<file path="config.mk">
export PLATFORM = sky130hd
export DESIGN_NAME = door_access_controller_flat
export DESIGN_NICKNAME = d
export VERILOG_FILES = /design/src/rtl/door_access_if.sv /design/src/rtl/door_access_controller.sv /design/src/flat_wrapper.sv
export SDC_FILE = /design/constraint.sdc
export NUM_CORES = 1
export LEC_CHECK = 0
export CORE_ASPECT_RATIO = 0.8
export CORE_MARGIN = 2
export CORE_UTILIZATION = 48
export DETAILED_ROUTE_END_ITERATION = 8
export HOLD_SLACK_MARGIN = 0.06
export PLACE_DENSITY = 0.81
export SKIP_LAST_GASP = 1
export SYNTH_ARGS = -nofsm -noshare
export SYNTH_HDL_FRONTEND = slang
export SYNTH_SLANG_ARGS = --single-unit
export TNS_END_PERCENT = 50
</file>
<file path="constraint.sdc">
create_clock -name clk -period 2 [get_ports clk]
set_clock_uncertainty 0.1 [all_clocks]
set_input_delay 0.2 -clock clk [delete_from_list [all_inputs] [get_ports clk]]
set_output_delay 0.2 -clock clk [all_outputs]
set_load 0.02 [all_outputs]
</file>
<file path="src/rtl/door_access_if.sv">
// Handshake bundle between the door access sequencer and its surrounding datapath.
interface door_access_if;
    logic       enter;
    logic       success;
    logic       change_req;
    logic       change_done;
    logic       enter_gated;
    logic       door_open;
    logic       locked_out;
    logic       alarm;
    logic       change_grant;
    logic [2:0] fail_count;
    logic [2:0] state;

    modport master (
        output enter, success, change_req, change_done,
        input  enter_gated, door_open, locked_out, alarm, change_grant, fail_count, state
    );

    modport slave (
        input  enter, success, change_req, change_done,
        output enter_gated, door_open, locked_out, alarm, change_grant, fail_count, state
    );
endinterface

</file>
<file path="src/rtl/door_access_controller.sv">
// Door access sequencer: enter edge strobe, timed password check, unlock window,
// failed-attempt lockout with sticky alarm, and password-change grant.
module door_access_controller #(
    parameter int unsigned CHECK_LAT     = 2,
    parameter int unsigned UNLOCK_CYCLES = 50,
    parameter int unsigned LOCK_CYCLES   = 100,
    parameter int unsigned MAX_FAIL      = 3,
    parameter int unsigned ALARM_LOCKS   = 2
) (
    input  logic         clk,
    input  logic         reset,
    door_access_if.slave bus
);
    typedef enum logic [2:0] {
        ST_IDLE    = 3'd0,
        ST_CHECK   = 3'd1,
        ST_UNLOCK  = 3'd2,
        ST_CHANGE  = 3'd3,
        ST_LOCKOUT = 3'd4,
        ST_ALARM   = 3'd5
    } state_t;

    localparam int unsigned MAX_T_A = (CHECK_LAT > UNLOCK_CYCLES) ? CHECK_LAT : UNLOCK_CYCLES;
    localparam int unsigned MAX_T   = (MAX_T_A > LOCK_CYCLES) ? MAX_T_A : LOCK_CYCLES;
    localparam int unsigned TIMER_W = (MAX_T > 1) ? $clog2(MAX_T) : 1;

    state_t               state_q, state_d;
    logic [TIMER_W-1:0]   timer_q, timer_d;
    logic [2:0]           fail_q, fail_d, fail_inc;
    logic [2:0]           locks_q, locks_d, locks_inc;
    logic                 enter_q;
    logic                 rise;
    logic                 gated_q, gated_d;
    logic                 door_q, door_d;
    logic                 locked_q, locked_d;
    logic                 alarm_q, alarm_d;
    logic                 grant_q, grant_d;

    assign rise      = bus.enter & ~enter_q;
    assign fail_inc  = (fail_q  == 3'd7) ? fail_q  : fail_q  + 3'd1;
    assign locks_inc = (locks_q == 3'd7) ? locks_q : locks_q + 3'd1;

    // Timers are loaded with duration-1 on entry and the state exits when they read zero.
    always_comb begin
        state_d = state_q;
        timer_d = timer_q;
        fail_d  = fail_q;
        locks_d = locks_q;
        gated_d = 1'b0;
        case (state_q)
            ST_IDLE: begin
                if (rise) begin
                    state_d = ST_CHECK;
                    timer_d = TIMER_W'(CHECK_LAT - 1);
                    gated_d = 1'b1;
                end
            end
            ST_CHECK: begin
                if (timer_q != '0) begin
                    timer_d = timer_q - TIMER_W'(1);
                end else if (bus.success) begin
                    state_d = ST_UNLOCK;
                    timer_d = TIMER_W'(UNLOCK_CYCLES - 1);
                    fail_d  = 3'd0;
                    locks_d = 3'd0;
                end else begin
                    fail_d = fail_inc;
                    if (fail_inc == 3'(MAX_FAIL)) begin
                        locks_d = locks_inc;
                        if (locks_inc == 3'(ALARM_LOCKS)) begin
                            state_d = ST_ALARM;
                        end else begin
                            state_d = ST_LOCKOUT;
                            timer_d = TIMER_W'(LOCK_CYCLES - 1);
                        end
                    end else begin
                        state_d = ST_IDLE;
                    end
                end
            end
            ST_UNLOCK: begin
                if (bus.change_req) begin
                    state_d = ST_CHANGE;
                end else if (timer_q == '0) begin
                    state_d = ST_IDLE;
                end else begin
                    timer_d = timer_q - TIMER_W'(1);
                end
            end
            ST_CHANGE: begin
                if (bus.change_done) state_d = ST_IDLE;
            end
            ST_LOCKOUT: begin
                if (timer_q == '0) begin
                    fail_d  = 3'd0;
                    state_d = ST_IDLE;
                end else begin
                    timer_d = timer_q - TIMER_W'(1);
                end
            end
            ST_ALARM: begin
                state_d = ST_ALARM;
            end
            default: begin
                state_d = ST_IDLE;
            end
        endcase
        door_d   = (state_d == ST_UNLOCK);
        locked_d = (state_d == ST_LOCKOUT) || (state_d == ST_ALARM);
        alarm_d  = (state_d == ST_ALARM);
        grant_d  = (state_d == ST_CHANGE);
    end

    // Edge register follows enter even in reset so a held button cannot fire afterwards.
    always_ff @(posedge clk) begin
        enter_q <= bus.enter;
        if (reset) begin
            state_q  <= ST_IDLE;
            timer_q  <= '0;
            fail_q   <= 3'd0;
            locks_q  <= 3'd0;
            gated_q  <= 1'b0;
            door_q   <= 1'b0;
            locked_q <= 1'b0;
            alarm_q  <= 1'b0;
            grant_q  <= 1'b0;
        end else begin
            state_q  <= state_d;
            timer_q  <= timer_d;
            fail_q   <= fail_d;
            locks_q  <= locks_d;
            gated_q  <= gated_d;
            door_q   <= door_d;
            locked_q <= locked_d;
            alarm_q  <= alarm_d;
            grant_q  <= grant_d;
        end
    end

    assign bus.enter_gated  = gated_q;
    assign bus.door_open    = door_q;
    assign bus.locked_out   = locked_q;
    assign bus.alarm        = alarm_q;
    assign bus.change_grant = grant_q;
    assign bus.fail_count   = fail_q;
    assign bus.state        = state_q;
endmodule

</file>
<file path="src/flat_wrapper.sv">
// flat-port wrapper written by rule: the top's interface ports become plain ports
module door_access_controller_flat 
#(
    parameter int unsigned CHECK_LAT     = 2,
    parameter int unsigned UNLOCK_CYCLES = 50,
    parameter int unsigned LOCK_CYCLES   = 100,
    parameter int unsigned MAX_FAIL      = 3,
    parameter int unsigned ALARM_LOCKS   = 2
)
  (clk, reset, bus_enter, bus_success, bus_change_req, bus_change_done, bus_enter_gated, bus_door_open, bus_locked_out, bus_alarm, bus_change_grant, bus_fail_count, bus_state);
  door_access_if bus_i ();
  input  logic clk;
  input  logic reset;
  input wire logic [$bits(bus_i.enter)-1:0] bus_enter;
  input wire logic [$bits(bus_i.success)-1:0] bus_success;
  input wire logic [$bits(bus_i.change_req)-1:0] bus_change_req;
  input wire logic [$bits(bus_i.change_done)-1:0] bus_change_done;
  output wire logic [$bits(bus_i.enter_gated)-1:0] bus_enter_gated;
  output wire logic [$bits(bus_i.door_open)-1:0] bus_door_open;
  output wire logic [$bits(bus_i.locked_out)-1:0] bus_locked_out;
  output wire logic [$bits(bus_i.alarm)-1:0] bus_alarm;
  output wire logic [$bits(bus_i.change_grant)-1:0] bus_change_grant;
  output wire logic [$bits(bus_i.fail_count)-1:0] bus_fail_count;
  output wire logic [$bits(bus_i.state)-1:0] bus_state;
  assign bus_i.enter = bus_enter;
  assign bus_i.success = bus_success;
  assign bus_i.change_req = bus_change_req;
  assign bus_i.change_done = bus_change_done;
  assign bus_enter_gated = bus_i.enter_gated;
  assign bus_door_open = bus_i.door_open;
  assign bus_locked_out = bus_i.locked_out;
  assign bus_alarm = bus_i.alarm;
  assign bus_change_grant = bus_i.change_grant;
  assign bus_fail_count = bus_i.fail_count;
  assign bus_state = bus_i.state;
  door_access_controller #(.CHECK_LAT(CHECK_LAT), .UNLOCK_CYCLES(UNLOCK_CYCLES), .LOCK_CYCLES(LOCK_CYCLES), .MAX_FAIL(MAX_FAIL), .ALARM_LOCKS(ALARM_LOCKS)) u_core (.clk(clk), .reset(reset), .bus(bus_i));
endmodule
</file>
======== After elaboration in Yosys (flattened, before gate mapping) ========
Cells that the tools add are included.
cells by class
  multiplexer cells ....................... 26
  bitwise operators ....................... 4
  equal/unequal tests ..................... 19
  reductions and logical operators ........ 11
  add/sub/neg operators ................... 3
operators with widths
  cell                                                                     number
  7-bit two-way mux                                                        7
  3-bit two-way mux                                                        14
  7-bit case mux with 4 select lines                                       1
  3-bit by 2-bit == test with 1-bit output, second input constant          6
  3-bit == test, second input constant                                     6
  3-bit case mux with 6 select lines                                       1
  7-bit logical NOT                                                        1
  7-bit nonzero test                                                       1
  7-bit by 1-bit subtractor with 7-bit output, second input constant       1
  3-bit by 1-bit adder with 3-bit output, second input constant            2
  3-bit case mux with 2 select lines                                       1
  3-bit AND reduction                                                      2
  5-bit AND reduction                                                      1
  2-bit by 1-bit inequality test with 1-bit output, second input constant  2
  2-bit inequality test, second input constant                             2
  4-bit by 2-bit inequality test with 1-bit output, second input constant  1
  4-bit by 3-bit inequality test with 1-bit output, second input constant  1
  2-bit nonzero test                                                       2
  4-bit nonzero test                                                       1
  3-bit by 1-bit == test with 1-bit output, second input constant          1
  3-bit logical NOT                                                        1
  1-bit inverter                                                           3
  1-bit two-way mux                                                        2
  2-bit OR reduction                                                       1
  2 further kinds                                                          2
word-level totals
  output and inout port bits .............. 11
  logic and storage cells ................. 73
  bits in registers ....................... 22
  input port bits ......................... 6

======== Longest topological paths before layout ========
  word-level depth ........................ 10
  gate-level depth with buffers ........... 8
  gate-level depth less buffers ........... 7

======== Least setup slack after synthesis ========
Ideal clock, no wire load.
  kind .................................... register to register
  start point ............................. reg u_core.fail_q[0] (netlist: u_core.bus.fail_count[0])
  end point ............................... reg u_core.timer_q[4]
  cell stages (with the launch flop) ...... 6
  required time ........................... 1.828 ns
  data arrival time ....................... 2.113 ns
  clock period less this slack ............ 2.285 ns
  slack ................................... -0.285 ns
  buffers on the path ..................... 0
  setup time .............................. 0.072 ns
  path through ............................ dfxtp_1 ha_1 nor4b_1 nand2_1 a211oi_1 mux2i_1
on the way
  cells in the longest elaborated chain, start to end .. 5
ends and longest elaborated chain
  item                                                                     line                           source
  from (decl)                                                              door_access_controller.sv:29   logic [2:0] fail_q, fail_d, fail_inc;
  from (signal assigned)                                                   door_access_controller.sv:130  fail_q <= fail_d;
  3-bit by 1-bit adder with 3-bit output or 3-bit == test (tied branches)  door_access_controller.sv:40   assign fail_inc = (fail_q == 3'd7) ? fail_q : fail_q + 3'd1;
  3-bit two-way mux (*)                                                    door_access_controller.sv:40
  3-bit by 2-bit == test with 1-bit output (*)                             door_access_controller.sv:68   if (fail_inc == 3'(MAX_FAIL)) begin
  4-bit by 2-bit inequality test with 1-bit output (no source line) (*)    --
  5-bit AND reduction (no source line) (*)                                 --
  to (signal assigned)                                                     door_access_controller.sv:129  timer_q <= timer_d;
  to (decl)                                                                door_access_controller.sv:28   logic [TIMER_W-1:0] timer_q, timer_d;
Every way passes the cells marked *; elsewhere a longest branch is shown, timed or not.
A chain may end at the register's enable or synchronous reset.

======== Final worst setup path ========
  start point ............................. reg u_core.timer_q[3]
  end point ............................... reg u_core.locks_q[0]
on the way
  cells in the longest elaborated chain, start to end .. 3
ends and longest elaborated chain
  item                                  line                           source
  7-bit nonzero test                    door_access_controller.sv:59   if (timer_q != '0) begin
  1-bit inverter (no source line)       --
  3-bit AND reduction (no source line)  --
  to (signal assigned)                  door_access_controller.sv:131  locks_q <= locks_d;
  to (decl)                             door_access_controller.sv:30   logic [2:0] locks_q, locks_d, locks_inc;
No other way between the ends.

==> metrics.md <==
| Metric | Value |
|---|---|
| Worst Path Required | `2.16 ns` |
| Fin util | `69.2%` |
| Crit share post-route | `102%` |
| Worst Setup End Kind | `flop` |
| DR WL/cell | `15.4 um` |
| Clk sink count | `22` |
| Final setup fails | `1` |
| LEAKAGE | `0.654 nW` |
| Post-synth EDFFs | `0` |
| P&R area growth vs syn | `37.7%` |
| FF/Latch Area | `449 um2` |
| Status | `finished with violations` |
| H-tree depth | `1` |
| DR vias/cell | `5.87` |
| Syn avg cell area | `8.12 um2` |
| Drt drc | `0` |
| Maximum fanout along the worst path | `7` |
| Number of CTS-inserted buffers | `3` |
| Die area | `2960 um2` |
| Worst slew pin tran | `0.363 ns` |
| # diodes | `0` |
| Final Hold Violating Endpoints | `0` |
| Core area | `2420 um2` |
| Chip height | `49.0 um` |
| Total gr overflow | `0` |
| Worst Path Arrival | `2.20 ns` |
| ANT nets after route | `0` |
| Clk Latency, worst-skew pair | `0.31 ns` |
| Number of synthesized register bits | `22` |
| Sequential area share after synthesis | `36.2%` |
| Hold Buf Count CTS | `0` |
| Gr usage total | `22.7%` |
| Reg clk slew, reported paths | `0.12 ns` |
| Port buffer count | `16` |
| Routed WL | `3350 um` |
| Most frequent cell after synthesis | `dfxtp_1` |
| Synth warn | `0` |
| Initial antenna violation count | `0` |
| CP max-delay cell | `or4_1` |
| Fillcell total | `171` |
| Clock Path Buffers | `2` |
| Final #Nets | `191` |
| Peak supply drop | `0.459 mV` |
| Most common cell type on the critical path | `or3_4` |
| Via count | `1274` |
| Min-Delay Path Class | `in -> reg` |
| Cell taking the most area after synthesis | `dfxtp_1` |
| Die width | `60.3 um` |
| Final Max Tran Viols | `0` |
| CP cell instances | `or3_4, or3_4, or4_1, mux2_4, nor2_2` |
| Asr flop ratio synth | `0%` |
| First-pass GRT wire length | `5100 um` |
| Dpl cells | `213` |
| Top Family by Delay on Critical Path | `simple AND/OR/NAND/NOR gates` |
| Share of post-route cells with drive strength above 1 | `27.1%` |
| 1st-pass router iterations | `4` |
| Vias in the first global route | `1123` |
| Initial Utilization | `50.3%` |
| Syn_nets | `159` |
| Routability cong. | `0.913` |
| Synth cell types | `45` |
| Slew HR | `75.7%` |
| Non-filler cells, final | `217` |
| Buffers inserted by post-CTS timing repair | `0` |
| Largest net degree at the start of global routing | `15` |
| Clk root buf | `clkbuf_4` |
| Max Fclk | `489 MHz` |
| Tmin final | `2.04 ns` |
| Synth top cells by count | `dfxtp_1 (22), nor2_1 (21), nand2b_1 (9)` |
| Area contributors post-synth | `dfxtp_1 (36%), nor2_1 (6.5%), nand2b_1 (4.6%)` |
| TritonCTS clock tree | `yes` |
| Mapped cell area | `1220 um2` |
| Max_cap viols | `0` |
| DRT iter0 DRCs | `87` |
| Mapped Cells | `150` |
| Prevailing post-synth register cell | `dfxtp_1` |
| Top-area cell type share of the netlist area | `36.2%` |
| RSZ-0062 raised after global routing | `yes` |
| Final setup margin | `-0.0439 ns` |
| Slowest cell delay on critical path | `0.41 ns` |
| Row cnt | `16` |
| Failing checks | `setup timing` |
| Buf+Inv Stages, Crit Path | `0` |
| IO Count | `17` |
| Multi-input gate area | `827 um2` |
| Detail Placement HPWL | `2330 um` |
| Pwr Density | `754 nW/um2` |
| Worst Setup Start Kind | `flop` |
| Crit Path Category | `reg -> reg` |
[final timing paths]
path / from / endpoint / slack (ns) / depth (start not counted)
min reg2reg: u_core.locks_q[1]$_SDFFE_PP0P_ / u_core.locks_q[1]$_SDFFE_PP0P_ / 0.39 / 2
max: u_core.timer_q[3]$_SDFFE_PP0P_ / u_core.locks_q[0]$_SDFFE_PP0P_ / -0.04 / 5
min: bus_enter / u_core.enter_q$_DFF_P_ / 0.25 / 1
max reg2reg: u_core.timer_q[3]$_SDFFE_PP0P_ / u_core.locks_q[0]$_SDFFE_PP0P_ / -0.04 / 5
[cells by family after synthesis]
logic type / synth area share [%]
AO/OA/AOI/OAI: 20.2
XOR/XNOR: 2.16
adder cells (fa/ha/maj): 3.08
buffers and inverters: 4.52
flip-flops: 36.2
multiplexers: 3.39
AND/OR/NAND/NOR: 30.4
[sequential cells by signal, summed over array words and instances (netlist names)]
| signal | cells |
|---|---|
| u_core.enter_q | 1 |
| u_core.bus.enter_gated | 1 |
| u_core.bus.locked_out | 1 |
| u_core.bus.change_grant | 1 |
| u_core.bus.alarm | 1 |
| u_core.timer_q | 7 |
| u_core.bus.door_open | 1 |
| u_core.bus.fail_count | 3 |
| u_core.bus.state | 3 |
| u_core.locks_q | 3 |
[layout by cell type, fill, tap and decap left out, types with 2 or more instances in the layout]
cell / instances
o211ai_1: 2
inv_1: 5
dfxtp_2: 4
dfxtp_1: 17
nor2b_1: 5
or3_4: 2
clkbuf_4: 3
o21ai_0: 5
or4_1: 2
clkdlybuf4s50_1: 16
nand4_1: 2
nand3b_1: 2
xor2_1: 2
a21oi_1: 5
a21o_1: 2
o31ai_1: 2
nor2_2: 2
nor3_1: 3
a31oi_1: 4
mux2i_1: 3
o221a_2: 2
nand2_1: 8
nand2b_1: 8
nand3_1: 3
nor3_2: 2
nor2_1: 20
buf_4: 20
[report_power, final]
group	internal (mW)	switching [mW]	total [mW]
logic	0.259	0.302	0.560
registers	0.466	0.0229	0.488
clock network	0.0779	0.138	0.216
total	0.802	0.462	1.26
[metrics by stage]
stage / hold WS [ns] / cell area, um2 / worst slack, ns / TNS [ns] / power [mW]
6_report: 0.249 / 1680 / -0.0439 / -0.0439 / 1.26
3_5_place_dp: 0.374 / 1580 / -0.00735 / -0.00735 / 0.995
3_3_place_gp: 0.363 / 1580 / 0.0446 / 0 / 0.978
5_1_grt: 0.243 / 1680 / -0.0883 / -0.291 / 1.33
2_1_floorplan: 0.128 / 1270 / -0.0185 / -0.0360 / 0.798
4_1_cts: 0.243 / 1620 / -0.0326 / -0.0724 / 1.22
[routing by layer]
layer  track usage [%]  wire, um
met1              30.8      1370
met2              36.4      1580
met3              5.31       321
met4              4.81        70
met5                 0         0
[final cells by class]
cell class                 count  share of cell area (%)
clock buffer                   4                    1.57
inverter                       5                    1.12
multi-input combinational    114                    49.3
sequential                    22                    26.8
tap                           36                    2.69
timing repair buffer          36                    18.5
[timing repair]
item | in CTS | in global routing
setup endpoints to repair | 6 | 14
pin swaps | 0 | 1
resized for setup | 3 | 14
No activity file was read; power rests on OpenSTA's default activity.
